--- config.mk ---
export PLATFORM = sky130hd
export DESIGN_NAME = lsu_ctrl
export DESIGN_NICKNAME = d
export VERILOG_FILES = /design/src/rtl/lsu_pkg.sv /design/src/rtl/lsu_req_fifo.sv /design/src/rtl/lsu_ctrl.sv
export SDC_FILE = /design/constraint.sdc
export NUM_CORES = 1
export LEC_CHECK = 0
export ABC_AREA = 1
export ABC_CLOCK_PERIOD_IN_PS = 2390
export BUFFER_PORTS_ARGS = -buffer_cell sky130_fd_sc_hd__buf_2
export CAP_MARGIN = 20
export CORE_ASPECT_RATIO = 0.6
export CORE_MARGIN = 5
export CORE_UTILIZATION = 48
export DETAILED_ROUTE_END_ITERATION = 8
export GPL_TIMING_DRIVEN = 0
export PLACE_DENSITY = 0.82
export SKIP_LAST_GASP = 1
export SYNTH_ARGS = -nofsm -noshare
export SYNTH_HDL_FRONTEND = slang
export SYNTH_SLANG_ARGS = --single-unit
--- constraint.sdc ---
create_clock -name clk -period 2.39 [get_ports clk]
set_clock_uncertainty 0.05 [all_clocks]
set_input_delay 0.1195 -clock clk [delete_from_list [all_inputs] [get_ports clk]]
set_output_delay 0.1195 -clock clk [all_outputs]
set_load 0.005 [all_outputs]
--- src/rtl/lsu_pkg.sv ---
// Shared types for the MEM-stage load/store controller.
// Request bundle, FSM states and buffer depth.
package lsu_pkg;

  localparam int LSU_FIFO_DEPTH = 2;

  typedef enum logic [2:0] {
    IDLE,
    RREAD,
    RESP,
    WSETUP,
    WSTROBE,
    WHOLD
  } lsu_state_t;

  typedef struct packed {
    logic        we;
    logic [15:0] addr;
    logic [15:0] wdata;
    logic [2:0]  rd;
  } lsu_req_t;

endpackage

--- src/rtl/lsu_req_fifo.sv ---
// Two-entry request buffer: registered count, head/tail pointers.
// Full/empty flags are registered so req_ready comes straight from a flop.
module lsu_req_fifo
  import lsu_pkg::*;
#(
  parameter int DEPTH = LSU_FIFO_DEPTH
) (
  input  logic     clk,
  input  logic     rst,
  input  logic     i_push,
  input  lsu_req_t i_din,
  input  logic     i_pop,
  output lsu_req_t o_dout,
  output logic     o_full,
  output logic     o_empty
);

  lsu_req_t   r_mem [0:1];
  logic       r_head;
  logic       r_tail;
  logic [1:0] r_count;
  logic       r_full;
  logic       r_empty;
  logic [1:0] w_count_nxt;

  always_comb begin
    w_count_nxt = r_count;
    if (i_push && !i_pop) begin
      w_count_nxt = r_count + 2'd1;
    end else if (!i_push && i_pop) begin
      w_count_nxt = r_count - 2'd1;
    end
  end

  always_ff @(posedge clk) begin
    if (rst) begin
      r_head  <= 1'b0;
      r_tail  <= 1'b0;
      r_count <= 2'd0;
      r_full  <= 1'b0;
      r_empty <= 1'b1;
    end else begin
      if (i_push) r_tail <= ~r_tail;
      if (i_pop)  r_head <= ~r_head;
      r_count <= w_count_nxt;
      r_full  <= (w_count_nxt == 2'(DEPTH));
      r_empty <= (w_count_nxt == 2'd0);
    end
  end

  // Storage needs no reset; validity is tracked by the count.
  always_ff @(posedge clk) begin
    if (i_push) r_mem[r_tail] <= i_din;
  end

  assign o_dout  = r_mem[r_head];
  assign o_full  = r_full;
  assign o_empty = r_empty;

endmodule

--- src/rtl/lsu_ctrl.sv ---
// MEM-stage load/store controller driving data_memory.
// Buffers two requests; stores run setup/strobe/hold, loads respond.
module lsu_ctrl
  import lsu_pkg::*;
#(
  parameter int FIFO_DEPTH = LSU_FIFO_DEPTH
) (
  input  logic        clk,
  input  logic        rst,
  input  logic        req_valid,
  output logic        req_ready,
  input  logic        req_we,
  input  logic [15:0] req_addr,
  input  logic [15:0] req_wdata,
  input  logic [2:0]  req_rd,
  output logic        resp_valid,
  input  logic        resp_ready,
  output logic [15:0] resp_data,
  output logic [2:0]  resp_rd,
  output logic [15:0] mem_addr,
  output logic [15:0] mem_wdata,
  output logic        mem_read,
  output logic        mem_write,
  input  logic [15:0] mem_rdata
);

  lsu_state_t  r_state;
  logic        r_resp_valid;
  logic [15:0] r_resp_data;
  logic [2:0]  r_resp_rd;
  logic [15:0] r_mem_addr;
  logic [15:0] r_mem_wdata;
  logic        r_mem_read;
  logic        r_mem_write;

  logic        w_full;
  logic        w_empty;
  logic        w_push;
  logic        w_pop;
  lsu_req_t    w_din;
  lsu_req_t    w_head;

  assign w_din = '{
    we:    req_we,
    addr:  req_addr,
    wdata: req_wdata,
    rd:    req_rd
  };

  assign w_push = req_valid && !w_full;
  assign w_pop  = (r_state == IDLE) && !w_empty;

  lsu_req_fifo #(
    .DEPTH (FIFO_DEPTH)
  ) u_fifo (
    .clk     (clk),
    .rst     (rst),
    .i_push  (w_push),
    .i_din   (w_din),
    .i_pop   (w_pop),
    .o_dout  (w_head),
    .o_full  (w_full),
    .o_empty (w_empty)
  );

  always_ff @(posedge clk) begin
    if (rst) begin
      r_state      <= IDLE;
      r_resp_valid <= 1'b0;
      r_resp_data  <= '0;
      r_resp_rd    <= '0;
      r_mem_addr   <= '0;
      r_mem_wdata  <= '0;
      r_mem_read   <= 1'b0;
      r_mem_write  <= 1'b0;
    end else begin
      unique case (r_state)
        IDLE: begin
          if (w_pop) begin
            r_mem_addr  <= w_head.addr;
            r_mem_wdata <= w_head.wdata;
            if (w_head.we) begin
              r_state <= WSETUP;
            end else begin
              r_resp_rd  <= w_head.rd;
              r_mem_read <= 1'b1;
              r_state    <= RREAD;
            end
          end
        end
        RREAD: begin
          r_resp_data  <= mem_rdata;
          r_resp_valid <= 1'b1;
          r_mem_read   <= 1'b0;
          r_state      <= RESP;
        end
        RESP: begin
          if (resp_ready) begin
            r_resp_valid <= 1'b0;
            r_state      <= IDLE;
          end
        end
        // Memory commits on the rising edge of write.
        WSETUP: begin
          r_mem_write <= 1'b1;
          r_state     <= WSTROBE;
        end
        WSTROBE: begin
          r_mem_write <= 1'b0;
          r_state     <= WHOLD;
        end
        WHOLD: begin
          r_state <= IDLE;
        end
        default: begin
          r_state <= IDLE;
        end
      endcase
    end
  end

  assign req_ready  = !w_full;
  assign resp_valid = r_resp_valid;
  assign resp_data  = r_resp_data;
  assign resp_rd    = r_resp_rd;
  assign mem_addr   = r_mem_addr;
  assign mem_wdata  = r_mem_wdata;
  assign mem_read   = r_mem_read;
  assign mem_write  = r_mem_write;

endmodule
---- Word-level counts from Yosys, hierarchy flattened ----
Memories as Yosys holds them, arrays and structs flattened. A register that Yosys moved wholly into a read port is not among the register bits.
Cells that the tools add are included.
word-level totals
  memories kept ........................... 1
  logic and storage cells ................. 61
  register bits after elaboration ......... 63
  output and inout port bits .............. 55
  memory bits (writable) .................. 72
operators by class
  add/subtract/negate cells ............... 2
  bitwise operators ....................... 3
  eq/ne operators ......................... 8
  reduce and logical (&&, ||, !) cells .... 18
  mux-type cells .......................... 16
memory list
  memory        depth  width  rd ports  clocked after memory_dff  write ports  line                RTL
  u_fifo.r_mem  2      36     1         1                         1            lsu_req_fifo.sv:18  lsu_req_t r_mem [0:1];
operator list
  cell                   number
  $pmux W3 S5            1
  $mux W1                7
  $eq A3 B2 Y1 const B   2
  $mux W2                3
  $mux W3                2
  $pmux W1 S2            3
  $reduce_and A2 Y1      3
  $reduce_and A3 Y1      2
  $reduce_bool A2 Y1     3
  $logic_and A1 B1 Y1    4
  $logic_not A1 Y1       4
  $ne A2 B2 Y1 const B   2
  $eq A3 B1 Y1 const B   1
  $eq A3 B3 Y1 const B   1
  $logic_not A3 Y1       1
  $not A1 Y1             3
  $add A2 B1 Y2 const B  1
  $eq A2 B2 Y1 const B   1
  $logic_not A2 Y1       1
  $ne A2 B1 Y1 const B   1
  $sub A2 B1 Y2 const B  1

---- Longest topological paths before layout ----
Gate-level depths: netlist (run 1).
  depth in word-level cells ............... 7
  depth in mapped cells ................... 9

---- Hierarchy ----
Synthesis (run 1) repeated with hierarchy kept, for this count alone.
unflattened totals
  cells, all modules ...................... 418
  area, all modules ....................... 5052.3 sq um
modules (own cells, without submodules)
  module        cells each  area each (sq um)  seq. area each (sq um)  times used
  lsu_req_fifo  151         3006.6             2302.2                  1
  lsu_ctrl      267         2045.7             1141.1                  1

---- Least setup slack after synthesis (run 1) ----
Ideal clock, no wire load.
  kind .................................... register to register
  start point ............................. reg u_fifo.r_full, in the netlist u_fifo.o_full
  end point ............................... mem u_fifo.r_mem[1][0] (netlist name) (enable)
  path slack .............................. -0.109 ns
  required time ........................... 1.909 ns
  path buffers ............................ 0
  data arrival time ....................... 2.018 ns
  cell stages (with the launch flop) ...... 4
  setup time .............................. 0.431 ns
  cell sequence ........................... dfxtp_1 -> inv_1 -> nand2_1 -> nor2_1
between the ends
  word-level cells in the longest chain between the ends .. 4
ends and longest elaborated chain
  element                        line                RTL
  start: declaration             lsu_req_fifo.sv:22  logic r_full;
  start signal: assignment       lsu_req_fifo.sv:46  r_full <= (w_count_nxt == 2'(DEPTH));
  $logic_not A1 Y1               -
  via req_ready                  lsu_ctrl.sv:11      output logic req_ready,
  $logic_and A1 B1 Y1            lsu_ctrl.sv:50      assign w_push = req_valid && !w_full;
  $mux W1                        lsu_req_fifo.sv:53  if (i_push) r_mem[r_tail] <= i_din;
  $mux W1 (not written as such)  lsu_req_fifo.sv:53
  end: declaration               lsu_req_fifo.sv:18
The timed path passes the listed nets, and every way through them passes these cells.

---- Worst setup path after layout (run 1) ----
  start point ............................. reg u_fifo.r_full, in the netlist u_fifo.o_full
  end point ............................... mem u_fifo.r_mem[1][4] (netlist name) (enable)
between the ends
  word-level cells in the longest chain between the ends .. 4
ends and longest elaborated chain
  element                        line
  $logic_not A1 Y1               lsu_ctrl.sv:50
  $logic_and A1 B1 Y1            lsu_ctrl.sv:50
  $mux W1                        lsu_req_fifo.sv:53
  $mux W1 (not written as such)  lsu_req_fifo.sv:53
Every way passes these cells.

==> results of run 1 <==
metal layers:
layer  vias to the layer above  track usage  routed length (um)
li1                       1842            -                   -
met1                      1795       0.2453                5155
met2                       140       0.3399                5786
met3                        25      0.05431                 703
met4                         0      0.08437                 222
met5                         -            0                   0
area by class of cell:
class / instances / share of cell area
clock buffer: 25 / 0.07573
inverter: 20 / 0.01159
tap: 135 / 0.02524
sequential: 136 / 0.5146
multi-input combinational: 246 / 0.1683
clock inverter: 7 / 0.009723
buffer: 22 / 0.02319
antenna: 1 / 0.0003740
timing repair buffer: 166 / 0.1713
sequential cells by signal, indices dropped and copies added, names as in the netlist, named ones only:
register        count
u_fifo.r_mem       72
mem_read            1
r_state             3
resp_data          16
resp_valid          1
u_fifo.o_full       1
u_fifo.r_head       1
u_fifo.o_empty      1
u_fifo.r_count      2
mem_wdata          16
resp_rd             3
mem_addr           16
mem_write           1
u_fifo.r_tail       1
per-stage QoR:
stage / area, um^2 / std cells / setup WS [ns] / total power, mW / util
after floorplan: 4792 / 424 / 0.4828 / 4.552 / -
after global placement: 5512 / 669 / -0.01699 / 5.273 / 0.5619
after detailed placement: 5577 / 671 / 0.7043 / 5.417 / 0.5685
after CTS: 6689 / 757 / 0.6874 / 7.993 / 0.6819
after global routing: 6689 / 757 / 0.5448 / 8.407 / 0.6819
final: 6691 / 758 / 0.6858 / 7.973 / 0.6821
Yosys cell counts:
cell type | n | area, um^2
inv_2 | 3 | 11.26
edfxtp_1 | 72 | 2162
nor4_1 | 1 | 6.260
buf_4 | 1 | 7.510
nor2_2 | 1 | 6.260
nor3_1 | 2 | 10.01
buf_2 | 6 | 30.03
o21bai_1 | 1 | 7.510
dfxtp_1 | 64 | 1281
inv_4 | 1 | 6.260
inv_1 | 16 | 60.06
nand2_1 | 122 | 457.9
clkbuf_1 | 6 | 22.52
buf_6 | 8 | 90.09
nand3_1 | 7 | 35.03
a31oi_1 | 32 | 200.2
nor2_1 | 18 | 67.56
o21ai_0 | 31 | 155.2
a21oi_1 | 21 | 105.1
o21ai_1 | 8 | 40.04
nand3_2 | 2 | 20.02
clkbuf_2 | 1 | 5.000
power breakdown:
part / leakage (nW) / internal [mW] / switching, mW
registers: 1.20 / 3.06 / 0.264
logic: 1.34 / 0.868 / 1.30
clock network: 0.278 / 1.57 / 0.921
final timing paths:
| check | start | end | slack (ns) |
|---|---|---|---|
| worst max register to register | u_fifo.o_full | u_fifo.r_mem[1][4] | 0.69 |
| worst min-delay path | req_valid | u_fifo.r_tail | 0.26 |
| worst min register to register | resp_data[1] | resp_data[1] | 0.41 |
| worst max-delay path | u_fifo.o_full | u_fifo.r_mem[1][4] | 0.69 |
critical path, cell delays in order, from the launching register on:
cell and delay, ns:
dfxtp_1 0.30, inv_1 0.06, nand2_1 0.19, nor2_4 0.55
buf_16 0.24
logic make-up after synthesis:
| family | synth area share |
|---|---|
| buffers and inverters | 0.04862 |
| AOI/OAI and AO/OA | 0.1061 |
| DFF | 0.7193 |
| and+or+nand+nor | 0.1260 |
repair_timing:
item	4_1_cts	5_1_grt
hold endpoints to repair	91	0
gates resized for setup	0	0
hold buffers	54	0
==> results.yml, run 1 <==
cts:
  ctsLongestPathBuffers: 2
  cts_setup_buffers: 0
  clock_tree.htree_level_count: 4
  clk-insertion-delay-late_ns: 0.41
  clkSlewWorstSetupHoldPaths_ns: 0.05
  cts_root_buffer: "clkbuf_16"
  tritoncts: "done"
  cts.sinks: 136
  cts_made_buffers: 17
cells_and_area:
  nets: 665
  fill_cells: 689
  final_common_cell: "nand2_1"
  seq_area_um2: 3443
  layout-drive-gt1-share: 0.2653
  final_cell_mix: "122 x nand2_1, 116 x buf_2, 72 x edfxtp_1, 64 x dfxtp_1, 54 x dlygate4sd3_1"
  synthToLayoutAreaGrowth_pct: 39.78
  multi_input_area_um2: 1126
hold_path:
  whs_path_depth: 5
  hold_path.class: "in -> reg"
sta:
  holdWs_ns: 0.2600
  slew_headroom: 0.5835
  rsz0062_at_grt: "false"
  min_period_over_period: 0.7130
  drv_slew: 0
  tightestPinTransition_ns: 0.6233
  fin_crit_ns: 1.704
  final_hold_viol_count: 0
  setup_viol: 0
  fmax_ghz: 0.5868
  tns_ns: 0
floorplanning:
  dieArea_um2: 12140
  core_um2: 9809
  io_pins: 111
  initial_core_util: 0.4880
  rows: 28
  dieWidth_um: 138.9
  fp.dieH_um: 87.36
placed_design:
  finalWeightedCongestion: 0.7760
  hpwl_um: 7527
  port-buffer-count: 110
global_routing:
  grt_max_degree: 21
  grt_pass1_wl_um: 18770
  antenna_found_initial: 0
  grt_pass1_vias: 3856
  track_usage: 0.2000
  grt_overflow: 0
synthesis:
  synth_cells: 424
  synth.distinct_cells: 22
  yosysSeqAreaShare: 0.7193
  yosysWarnings: 0
  synth_area_um2: 4787
  syn_nets: 480
  synth_seq_cells: 136
  avgSynthCellArea_um2: 11.29
detailed_routing:
  viasPerCell: 5.016
  first_pass_iters: 5
  vias: 3802
  ant_nets: 0
  drc: 0
  routed_wl_um: 11870
  wl_per_cell_um: 15.66
  drt_iter0_markers: 220
pwr:
  power_density_nw_per_um2: 1192
  ir_drop_mv: 0.6442
  cellLeakagePower_nw: 2.819
setup_path:
  setup.worst_path.end_class: "register"
  critPathKind: "reg -> reg"
  rr_worst_depth: 4
  cp-start-kind: "register"
  worstPathRequired_ns: 2.45
  crit_fanout: 20
  crit_arrival_ns: 1.76
outcome:
  status: "completed"
flow_run:
  max-cap-violations: 0
Power figures use the tool's default switching activity.
==> inputs of run 2 (changes only) <==
- ABC_AREA: 1 -> 0
- ABC_CLOCK_PERIOD_IN_PS: 2390 -> 1450
- clock period: 2.39 -> 1.45 ns (I/O delays scaled with it)
==> results.yml, run 2 <==
setup_path:
  critPathKind: "reg -> reg"
  worstPathRequired_ns: 1.68
  setup.worst_path.end_class: "register"
  crit_fanout: 6
  crit_arrival_ns: 1.80
  cp-start-kind: "register"
sta:
  fmax_ghz: 0.6359
  min_period_over_period: 1.085
  fin_crit_ns: 1.573
  final_hold_viol_count: 0
  setup_viol: 36
  slew_headroom: 0.4942
  fin_ws_ns: -0.1225
  rsz0062_at_grt: "true"
  drv_slew: 0
  tns_ns: -2.420
  tightestPinTransition_ns: 0.7587
  holdWs_ns: 0.1169
pwr:
  ir_drop_mv: 1.106
  power_density_nw_per_um2: 2099
  cellLeakagePower_nw: 2.887
detailed_routing:
  viasPerCell: 5.114
  drt_iter0_markers: 186
  vias: 3682
  routed_wl_um: 12770
  first_pass_iters: 4
  wl_per_cell_um: 17.73
  drc: 0
  ant_nets: 0
cells_and_area:
  nets: 628
  largest-register: "u_fifo.r_mem"
  final_cell_mix: "113 x buf_2, 72 x edfxtp_1, 59 x dfxtp_1, 54 x dlygate4sd3_1, 37 x nand2_1"
  fill_cells: 661
  layout-drive-gt1-share: 0.4137
  synthToLayoutAreaGrowth_pct: 50.49
  final_common_cell: "buf_2"
  largest_reg_flops: 72
  antenna_cells: 0
global_routing:
  grt_overflow: 0
  antenna_found_initial: 0
  grt_pass1_vias: 3823
  track_usage: 0.2094
  grt_pass1_wl_um: 19650
  grt_max_degree: 19
synthesis:
  yosysMostFrequentCell: "edfxtp_1"
  yosysSeqAreaShare: 0.6983
  yosysWarnings: 0
  synth_top_area_share: 0.4385
  yosys.area.top_type: "edfxtp_1"
  syn_nets: 422
  avgSynthCellArea_um2: 13.47
  synth_seq_cells: 136
  synth_enable_flop_cells: 72
  synthTopCellsByCount: "72 x edfxtp_1, 64 x dfxtp_1, 40 x nor2_1"
  ys.flop_type: "edfxtp_1"
  synthTopCellsByArea: "edfxtp_1 44%, dfxtp_1 26%, mux2i_1 7.5%"
  synth_cells: 366
  async_reset_ff_frac: 0
  synth_area_um2: 4931
  synth.distinct_cells: 28
placed_design:
  finalWeightedCongestion: 0.7977
  port-buffer-count: 110
  place_ws_ns: -0.4197
  hpwl_um: 7170
floorplanning:
  rows: 28
  io_pins: 111
  initial_core_util: 0.4956
  dieWidth_um: 140.9
  dieArea_um2: 12470
  fp.dieH_um: 88.51
  core_um2: 9950
cts:
  clkSlewWorstSetupHoldPaths_ns: 0.06
  clock_tree.htree_level_count: 4
  cts_made_buffers: 17
  tritoncts: "done"
  cts.sinks: 136
  clk-insertion-delay-late_ns: 0.41
  ctsLongestPathBuffers: 2
  cts_root_buffer: "clkbuf_16"
outcome:
  violations: "setup timing"
  status: "complete, but fails checks"
hold_path:
  hold_path.class: "in -> reg"
flow_run:
  max-cap-violations: 0
==> run 2: changes by cell type after synthesis, moves of 8 or more <==
cell / previous run / this run
nand2_1: 122 / 37
a31oi_1: 32 / 0
nor2_1: 18 / 40
mux2i_1: 0 / 37
o21ai_0: 31 / 4
a211oi_1: 0 / 12
a211oi_2: 0 / 20
o21ai_1: 8 / 0
inv_1: 16 / 2
==> run 2: cells by family (layout without fill, tap and decap cells) <==
logic type,after synthesis,in the layout,share of synthesized area
muxes,37,37,0.07511
AOI/OAI and AO/OA,70,70,0.1134
DFF,136,136,0.6983
and+or+nand+nor,94,97,0.08171
buffers and inverters,26,242,0.02613
xor gates and xnor gates,3,3,0.005330
==> run 2: worst paths after layout <==
path | from | endpoint | slack (ns) | depth (start not counted)
setup / recovery | r_state[1] | u_fifo.r_head | -0.12 | 7
hold / removal | req_valid | u_fifo.r_tail | 0.12 | 4
setup reg to reg | r_state[1] | u_fifo.r_head | -0.12 | 7
hold reg to reg | resp_data[6] | resp_data[6] | 0.40 | 2
==> run 2: routing by layer <==
layer / vias up / wire length, um / track usage
met5: - / 0 / 0
met1: 1762 / 5524 / 0.2659
li1: 1758 / - / -
met4: 0 / 187 / 0.07476
met3: 16 / 789 / 0.06210
met2: 146 / 6266 / 0.3485
==> run 2: layout make-up <==
type,count,area [um^2],share of cell area
multi-input combinational,207,1587,0.2138
sequential,136,3457,0.4659
inverter,2,7.507,0.001012
clock buffer,17,425.4,0.05733
tap,135,168.9,0.02276
clock inverter,15,207.7,0.02799
buffer,18,155.1,0.02091
timing repair buffer,190,1413,0.1904
==> run 2: where the power goes <==
group / internal [mW] / switching [mW]
sequential: 5.05 / 0.614
combinational: 2.69 / 2.64
clock: 3.02 / 1.56
==> run 2: critical path, cell delays in order (launching register included) <==
cell     delay, ns
dfxtp_4       0.37
nor4_4        0.27
buf_4         0.18
buf_4         0.14
buf_6         0.11
buf_4         0.13
xnor2_2       0.12
nor2_1        0.07
==> run 2: stage by stage <==
stage | std cells | area (um^2) | utilization | power, mW
2_1_floorplan | 366 | 4996 | - | 8.035
3_3_place_gp | 611 | 5715 | 0.5744 | 9.139
3_5_place_dp | 611 | 5715 | 0.5744 | 9.350
4_1_cts | 717 | 7356 | 0.7393 | 15.53
5_1_grt | 720 | 7421 | 0.7459 | 16.39
6_report | 720 | 7421 | 0.7459 | 15.58
==> run 2: repair_timing <==
action                                  in CTS  in global routing
gates cloned                                 9                  1
buffers inserted                            14                 10
pin swaps                                   19                 13
resized for setup                           54                 27
hold buffers                                54                  0
endpoints found under the setup margin     123                 95
endpoints found under the hold margin       92                  0
